===== src/rtl/sevenseg_pkg.sv =====
// Shared constants, types and helpers for the eight-digit seven-segment scanner.
// Brightness dimming is built only when SEVSEG_DIMMING_EN is defined.
package sevenseg_pkg;

    localparam int NUM_DIGITS   = 8;
    localparam int GHOST_CYCLES = 2;
    localparam int SEL_W        = 3;
    localparam int CODE_W       = 5;

    typedef enum logic [CODE_W-1:0] {
        CODE_A     = 5'd16,
        CODE_B     = 5'd17,
        CODE_C     = 5'd18,
        CODE_D     = 5'd19,
        CODE_E     = 5'd20,
        CODE_F     = 5'd21,
        CODE_G     = 5'd22,
        CODE_BLANK = 5'd23
    } seg_code_e;

    localparam logic [6:0] SEG_BLANK = 7'h7F;

    // Active-low {g,f,e,d,c,b,a} glyphs, entry i shows hex digit i
    localparam logic [15:0][6:0] HEX_GLYPH = {
        7'h0E, 7'h06, 7'h21, 7'h46,
        7'h03, 7'h08, 7'h10, 7'h00,
        7'h78, 7'h02, 7'h12, 7'h19,
        7'h30, 7'h24, 7'h79, 7'h40
    };

    typedef struct packed {
        logic [NUM_DIGITS-1:0][CODE_W-1:0] code;
        logic [NUM_DIGITS-1:0]             dp;
    } frame_t;

    function automatic frame_t blank_frame();
        frame_t f;
        for (int i = 0; i < NUM_DIGITS; i++) begin
            f.code[i] = CODE_BLANK;
        end
        f.dp = '0;
        return f;
    endfunction

    function automatic logic [NUM_DIGITS-1:0] anode_mask(
        input logic [SEL_W-1:0] sel
    );
        logic [NUM_DIGITS-1:0] one_hot;
        one_hot      = '0;
        one_hot[sel] = 1'b1;
        return ~one_hot;
    endfunction

endpackage


===== src/rtl/sevenseg_decoder.sv =====
// Combinational display-code to active-low segment decoder.
// Codes 0-15 hex glyphs, 16-22 single segment a-g, 23-31 blank.
module sevenseg_decoder
    import sevenseg_pkg::*;
(
    input  logic [CODE_W-1:0] code,
    output logic [6:0]        seg
);

    // Select glyph, single lit segment, or blank
    always_comb begin
        seg = SEG_BLANK;
        if (code < 5'd16) begin
            seg = HEX_GLYPH[code[3:0]];
        end else if (code < CODE_BLANK) begin
            seg = ~(7'd1 << (code - CODE_A));
        end
    end

endmodule


===== src/rtl/sevenseg_scan_driver.sv =====
// Multiplexed eight-digit seven-segment scanner with tear-free frame updates.
// Define SEVSEG_DIMMING_EN to gate the anodes with a 4-bit brightness PWM.
module sevenseg_scan_driver
    import sevenseg_pkg::*;
#(
    parameter int SIMULATE    = 0,
    parameter int REFRESH_DIV = (SIMULATE != 0) ? 4 : 99_999
) (
    input  logic                         clk,
    input  logic                         reset_n,
    input  logic [NUM_DIGITS*CODE_W-1:0] digit_code,
    input  logic [NUM_DIGITS-1:0]        dp,
    input  logic                         update,
    input  logic [3:0]                   brightness,
    output logic [NUM_DIGITS-1:0]        an,
    output logic [6:0]                   seg,
    output logic                         dp_n,
    output logic [SEL_W-1:0]             digit_sel
);

    localparam int CW = (REFRESH_DIV < 4) ? 2 : $clog2(REFRESH_DIV + 1);
    localparam logic [CW-1:0] DIV_MAX   = CW'(REFRESH_DIV);
    localparam logic [CW-1:0] GHOST_MIN = CW'(GHOST_CYCLES);
    localparam logic [SEL_W-1:0] LAST_SLOT = SEL_W'(NUM_DIGITS - 1);

    logic [CW-1:0]    cnt_q;
    logic [SEL_W-1:0] slot_q;
    frame_t           pending_q;
    frame_t           active_q;
    frame_t           strobe_frame;
    logic             slot_end;
    logic             frame_end;
    logic             ghost_done;
    logic             pwm_on;
    logic             lit;
    logic [6:0]       seg_next;

    assign strobe_frame.code = digit_code;
    assign strobe_frame.dp   = dp;

    assign slot_end   = (cnt_q == DIV_MAX);
    assign frame_end  = slot_end && (slot_q == LAST_SLOT);
    assign ghost_done = (cnt_q >= GHOST_MIN);
    assign lit        = ghost_done && pwm_on;

`ifdef SEVSEG_DIMMING_EN
    logic [3:0] pwm_q;

    // Free-running PWM phase for brightness gating
    always_ff @(posedge clk or negedge reset_n) begin
        if (!reset_n) begin
            pwm_q <= 4'd0;
        end else begin
            pwm_q <= pwm_q + 4'd1;
        end
    end

    assign pwm_on = (pwm_q <= brightness);
`else
    logic unused_brightness;

    assign unused_brightness = ^brightness;
    assign pwm_on            = 1'b1;
`endif

    // Refresh counter and scanned slot index
    always_ff @(posedge clk or negedge reset_n) begin
        if (!reset_n) begin
            cnt_q  <= '0;
            slot_q <= '0;
        end else if (slot_end) begin
            cnt_q  <= '0;
            slot_q <= slot_q + 1'b1;
        end else begin
            cnt_q  <= cnt_q + 1'b1;
        end
    end

    // Latest strobed data waits here until the frame ends
    always_ff @(posedge clk or negedge reset_n) begin
        if (!reset_n) begin
            pending_q <= blank_frame();
        end else if (update) begin
            pending_q <= strobe_frame;
        end
    end

    // Swap in new data only between frames; a strobe on that edge wins
    always_ff @(posedge clk or negedge reset_n) begin
        if (!reset_n) begin
            active_q <= blank_frame();
        end else if (frame_end) begin
            active_q <= update ? strobe_frame : pending_q;
        end
    end

    sevenseg_decoder u_decoder (
        .code (active_q.code[slot_q]),
        .seg  (seg_next)
    );

    // Register pins together so index, anode and segments move in step
    always_ff @(posedge clk or negedge reset_n) begin
        if (!reset_n) begin
            an        <= '1;
            seg       <= SEG_BLANK;
            dp_n      <= 1'b1;
            digit_sel <= '0;
        end else begin
            an        <= lit ? anode_mask(slot_q) : '1;
            seg       <= seg_next;
            dp_n      <= ~(lit && active_q.dp[slot_q]);
            digit_sel <= slot_q;
        end
    end

endmodule

===== config.mk =====
export PLATFORM = sky130hd
export DESIGN_NAME = sevenseg_scan_driver
export DESIGN_NICKNAME = d
export VERILOG_FILES = /design/src/rtl/sevenseg_pkg.sv /design/src/rtl/sevenseg_decoder.sv /design/src/rtl/sevenseg_scan_driver.sv
export SDC_FILE = /design/constraint.sdc
export NUM_CORES = 1
export LEC_CHECK = 0
export BUFFER_PORTS_ARGS = -buffer_cell sky130_fd_sc_hd__buf_4
export CORE_UTILIZATION = 47
export DETAILED_ROUTE_END_ITERATION = 10
export GPL_TIMING_DRIVEN = 0
export PLACE_DENSITY_LB_ADDON = 0.25
export SYNTH_ARGS = -nofsm -noshare
export SYNTH_HDL_FRONTEND = slang
export SYNTH_SLANG_ARGS = --single-unit

===== constraint.sdc =====
create_clock -name clk -period 2.71 [get_ports clk]
set_clock_uncertainty 0.1 [all_clocks]
set_input_delay 0.271 -clock clk [delete_from_list [all_inputs] [get_ports clk]]
set_output_delay 0.271 -clock clk [all_outputs]
set_load 0.05 [all_outputs]

==> results of run 1 <==
## state kept, by name (all words and copies together) (netlist names)
| name | cells |
|---|---|
| active_q | 48 |
| pending_q | 48 |
| cnt_q | 17 |
| an | 8 |
| seg | 7 |
| digit_sel | 3 |
| slot_q | 3 |
| dp_n | 1 |
## through the flow
stage / util (%) / power, W
CTS: 61.0 / 0.00490
detailed placement: 55.2 / 0.00269
finish: 61.7 / 0.00487
global route: 61.7 / 0.00505
floorplan: - / 0.00251
global placement: 55.0 / 0.00267
## worst max-delay path, cell delays in order, from the launching register on
cell	delay, ps
dfrtp_1	390
buf_6	150
buf_8	160
mux2i_2	240
o21ai_2	90
a211oi_2	180
buf_4	160
inv_2	70
ha_2	210
or4_1	520
a31oi_1	160
a311oi_1	80
## final cells by class
cell class / instances / area [um2] / area share [%]
Inverter: 8 / 31.3 / 0.414
Sequential cell: 135 / 3480 / 46.0
Tap cell: 168 / 210 / 2.78
Multi-Input combinational cell: 268 / 2410 / 31.8
Clock buffer: 23 / 509 / 6.74
Timing Repair Buffer: 88 / 707 / 9.35
Buffer: 20 / 154 / 2.04
Clock inverter: 9 / 63.8 / 0.844
## repair_timing
action                                  4_1_cts  5_1_grt
resized for setup                            11        8
setup buffers                                 2        8
hold buffers                                  9        0
endpoints found under the hold margin        22        0
pin swaps                                     1        1
endpoints found under the setup margin        7        3
## cell usage after synthesis (2+ instances only)
library cell | number | area share [%]
o21ai_0 | 7 | 0.58
xnor2_1 | 7 | 1.0
a31oi_1 | 2 | 0.21
or3_1 | 2 | 0.21
nand3_1 | 12 | 1.0
nor2b_1 | 3 | 0.31
ha_1 | 10 | 2.1
a22oi_1 | 3 | 0.37
nor2_1 | 27 | 1.7
nand4_1 | 3 | 0.31
nor4_1 | 3 | 0.31
xor2_1 | 8 | 1.2
dfrtp_1 | 55 | 23
mux2_2 | 81 | 15
o22ai_1 | 3 | 0.31
nand2_1 | 29 | 1.8
buf_2 | 7 | 0.58
a211oi_1 | 2 | 0.25
mux2_4 | 20 | 5.0
buf_6 | 5 | 0.94
mux4_2 | 6 | 2.2
nand2b_1 | 2 | 0.21
a21oi_1 | 8 | 0.67
and3_1 | 2 | 0.21
clkbuf_1 | 7 | 0.44
mux2i_1 | 7 | 1.2
dfstp_2 | 80 | 35
inv_1 | 7 | 0.44
o32a_1 | 4 | 0.67
and2_1 | 2 | 0.21
## per-layer routing
layer | share of wire (%) | routed length, um | track usage, % | vias up
li1 | - | - | - | 1744
met1 | 47 | 5860 | 27.9 | 1907
met2 | 48 | 6010 | 32.4 | 79
met3 | 3.2 | 396 | 4.27 | 9
met4 | 0.97 | 120 | 7.01 | 0
met5 | 0 | 0 | 0 | -
## how the worst max path moves through the flow
stage,start,end,slack (ps),cells after the start
6_report,slot_q[2],seg[3],90,11
5_1_grt,slot_q[2],seg[3],8,11
4_1_cts,slot_q[2],seg[3],4,11
3_5_place_dp,slot_q[2],seg[3],-750,10
3_3_place_gp,slot_q[2],seg[3],-670,10
2_1_floorplan,slot_q[2],seg[3],10,10
## cell families after synthesis
group	synth area share [%]
fa+ha+maj	2.08
compound gates	4.10
mux	24.2
flops	57.8
buf+inv	2.52
xor+xnor	2.18
simple gates	7.17
## power breakdown
group / total [W] / switching [W] / internal (W)
clock: 0.00219 / 0.000868 / 0.00132
combinational: 0.000437 / 0.000218 / 0.000219
sequential: 0.00224 / 0.0000416 / 0.00220
==> results by group, run 1 <==
Global route
  – First-pass GRT wire length: ~20000 um
  – Largest net degree at the start of global routing: 78
  – Total gr overflow: 0
  – Vias in the first global route: 3879
  – Antenna violations before repair: 0
  – Gr usage total: 20.4%

STA
  – Worst Max-Slew Pin Slew: 777 ps
  – Crit path time final: 2620 ps
  – Final setup TNS: 0 ps
  – Final period util: about 97%
  – Slew margin rel.: 48.2%
  – Count of final setup violators: 0
  – Final Hold Fails: 0
  – Final Max Slew Viols: 0
  – Worst setup margin: between 90 and 100 ps
  – WHS: approximately 9.3 ps
  – Max Clk Rate: between 0.3 and 0.4 GHz
  – RSZ-0062 raised after global routing: no

Floorplanning
  – Die width: 115 um
  – Initial Util: around 49%
  – Die ar.: 13300 um2
  – FP Rows: 40
  – Core area: 12300 um2
  – Die H: 115 um
  – IO Count: 74

Logic synthesis
  – Post-synth EDFFs: 0
  – Post-synthesis sequential area ratio: 57.8%
  – Flops & latches, synth: 135
  – Syn Inst Count: roughly 430
  – Mapped Area: about 6000 um2
  – Yosys warns: 0
  – Syn avg cell area: roughly 14 um2
  – Top_reg_cell synth: dfstp_2
  – Synth unique cells: 47
  – Ys async rst share: 100%
  – Net Count, Synth: 496

Finish
  – Nets: about 600
  – Synth-to-Final Area Change: 25.6%
  – Final Cell Area: 7560 um2
  – Fin cells: between 700 and 800
  – # fillers: 954
  – Share of cells above drive strength 1: 58.1%
  – Most frequent cells in the layout: mux2_2, dfstp_2, buf_4
  – Antenna cells: 0
  – Most common cell after layout, fill and taps aside: mux2_2

Critical path
  – Nature of the critical path startpoint: flip-flop
  – Crit Path Max Fanout: 10
  – Reg2reg path depth: 11
  – Reg-to-Reg Start: slot_q[2]
  – WP data required: between 2000 and 3000 ps
  – Crit Path Class: flip-flop to flip-flop
  – Worst R2R End: seg[3]
  – Setup crit end kind: flip-flop
  – CP arrival: 2820 ps
  – R2r setup slk: 90 ps

Placement
  – Cell count after placement: about 670
  – Routability-driven placement congestion ratio: 0.863
  – DP Wirelength: 8240 um
  – Setup slack at placement: -745 ps
  – PortBufs: 68
  – DP Area: 6770 um2

Clocking
  – Max Root-Sink Buffers: 2
  – Clock-pin slew of the registers on the worst-case setup and hold paths: 60 ps
  – H-Tree Depth: 4
  – Root Driver: clkbuf_16
  – CTS Buf Count: 17
  – CTS Sinks: around 140
  – TritonCTS clock tree: yes
  – Worst skew pair latency: between 400 and 500 ps

Worst hold path
  – Hold Path Cell Cnt: 2
  – Critical hold path startpoint: digit_code[6]
  – Hold Path Sink: pending_q[14]
  – Worst min path class: input port to flip-flop

Power and ir drop
  – Max IR drop VDD: 378 uV
  – Pwr dens: 644 nW/um2
  – Lkg Pwr: between 3 and 4 nW

Drt
  – Post-Route WL: 12400 um
  – Initial DRT Pass Iterations: 4
  – DRC: 0
  – DR iter-0 viols: 216
  – Number of vias per cell: 5.20
  – Via Count: 3739
  – Wire per inst: roughly 17 um
  – Final ANT Viol Nets: 0

Job
  – Max Cap Viol: 0

Outcome
  – Status: complete, no violations
Power figures use the tool's default switching activity.
==> inputs of run 2 (changes only) <==
Clock period 2.71 ns to 2.6 ns, I/O delays scaled along.
==> run 2 against run 1 <==
Net effect: core utilization up 4.4 points; sequential share of layout area fell by 3.1 points; total power is 12% higher; critical endpoint unchanged; highest routed layer unchanged.
==> results by group, run 2 (synthesis results as in run 1) <==
Outcome
  – Status: complete, no violations

Job
  – Max Cap Viol: 0

Critical path
  – Crit Path Class: flip-flop to flip-flop
  – Nature of the critical path startpoint: flip-flop
  – Worst Path Buf+Inv: 3
  – WP data required: around 2800 ps
  – Critical Path Stages: 10
  – Crit-path max cell delay: 520 ps
  – Worst-path cell chain: buf_6 > buf_12 > mux2i_4 > o21ai_4 > a211oi_4 > inv_2 > ha_4 > or4_1 > a31oi_1 > a311oi_1
  – Crit Path Max Fanout: 6
  – Crit-path slowest cell: or4_1
  – CP arrival: 2780 ps
  – Setup crit end kind: flip-flop
  – Crit path max-delay family: compound AO/OA/AOI/OAI gates
  – Reg2reg path depth: 10

Placement
  – DP Wirelength: a little over 8000 um
  – DP Area: 6780 um2
  – Routability-driven placement congestion ratio: 0.813
  – PortBufs: 68

Floorplanning
  – Initial Util: between 40% and 50%
  – Die ar.: 13300 um2
  – Core area: 12300 um2
  – FP Rows: 40
  – Die H: 115 um
  – IO Count: 74
  – Die width: 115 um

STA
  – Max Clk Rate: just under 0.4 GHz
  – Worst Max-Slew Pin Slew: 743 ps
  – Slew margin rel.: 50.5%
  – Count of final setup violators: 0
  – Crit path time final: ~2600 ps
  – Final period util: a little over nine tenths
  – Final Max Slew Viols: 0
  – Final Hold Fails: 0
  – RSZ-0062 raised after global routing: yes

Clocking
  – Root Driver: clkbuf_16
  – Worst skew pair latency: 420 ps
  – H-Tree Depth: 4
  – Clock-pin slew of the registers on the worst-case setup and hold paths: 60 ps
  – CTS Sinks: 135
  – CTS Buf Count: 17
  – Max Root-Sink Buffers: 2
  – TritonCTS clock tree: yes

Worst hold path
  – Worst min path class: input port to flip-flop
  – Hold Path Cell Cnt: 2

Finish
  – Synth-to-Final Area Change: 34.6%
  – Most frequent cells in the layout: buf_4, mux2_2, dfstp_2
  – Most common cell after layout, fill and taps aside: buf_4
  – Antenna cells: 0
  – Final core occ: 66.1%
  – Share of cells above drive strength 1: 56.4%
  – Final Cell Area: 8100 um2
  – Nets: 641
  – Regs by FF count: active_q: 48 flops, pending_q: 48 flops, cnt_q: 17 flops

Drt
  – Number of vias per cell: 5.17
  – DR iter-0 viols: 202
  – Post-Route WL: roughly 13000 um
  – Wire per inst: 16.6 um
  – Via Count: 3915
  – Initial DRT Pass Iterations: 4
  – DRC: 0
  – Final ANT Viol Nets: 0

Power and ir drop
  – Max IR drop VDD: 403 uV
  – Pwr dens: 675 nW/um2
  – Lkg Pwr: 3.55 nW

Global route
  – First-pass GRT wire length: a little over 20000 um
  – Vias in the first global route: 4000
  – Antenna violations before repair: 0
  – Total gr overflow: 0
  – Gr usage total: a little over 20%
  – Largest net degree at the start of global routing: between 60 and 70
-- run 2: stage by stage --
| step | worst slack (ps) | cells | total power [W] | hold WS [ps] | setup TNS [ps] |
|---|---|---|---|---|---|
| global placement | -562 | 667 | 0.00278 | 286 | -1520 |
| floorplan | 0.414 | 431 | 0.00262 | -136 | 0 |
| global route | -36.9 | 757 | 0.00565 | 9.85 | -53.3 |
| detailed placement | -584 | 668 | 0.00280 | 205 | -1690 |
| CTS | 0.612 | 745 | 0.00550 | 0.00583 | 0 |
| finish | 39.2 | 757 | 0.00546 | 12.0 | 0 |
-- run 2: per-layer routing --
layer | share of wire, % | wire length (um) | global-route usage [%] | vias up
li1 | - | - | - | 1817
met1 | 46 | 5790 | 28.1 | 1991
met3 | 3.9 | 491 | 4.01 | 19
met5 | 0 | 0 | 0 | -
met4 | 2.1 | 265 | 9.26 | 0
met2 | 48 | 6010 | 32.5 | 88
-- run 2: area by class of cell --
class	count	area, um2
flip-flops and latches	135	3480
fillers	897	4160
clock inverters	15	224
repair buffers	126	1100
well taps	168	210
multi-input cells	268	2460
inverters	8	32.5
plain buffers	20	166
clock buffers	17	425
-- run 2: worst paths after layout --
check | start | to | slack (ps)
hold / removal | dp[6] | pending_q[6] | 10
setup / recovery | slot_q[2] | seg[3] | 40
max in group asynchronous | reset_n | active_q[18] | 1300
hold reg to reg | slot_q[0] | digit_sel[0] | 330
setup reg to reg | slot_q[2] | seg[3] | 40
min in group asynchronous | reset_n | digit_sel[1] | 320
-- run 2: report_power, final --
group	internal [W]	total, W	switching [W]	leakage [nW]
clock network	0.00171	0.00263	0.000928	0.314
logic	0.000260	0.000495	0.000235	1.70
registers	0.00229	0.00234	0.0000432	1.54
total	0.00426	0.00546	0.00121	3.55
-- run 2: repair_timing --
item                       CTS  global route
setup endpoints to repair    7             4
cloned                       0             1
hold buffers                40             0
setup buffers                5            11
hold endpoints to repair    49             0
pin swaps                    1             5
resized for setup           13            13
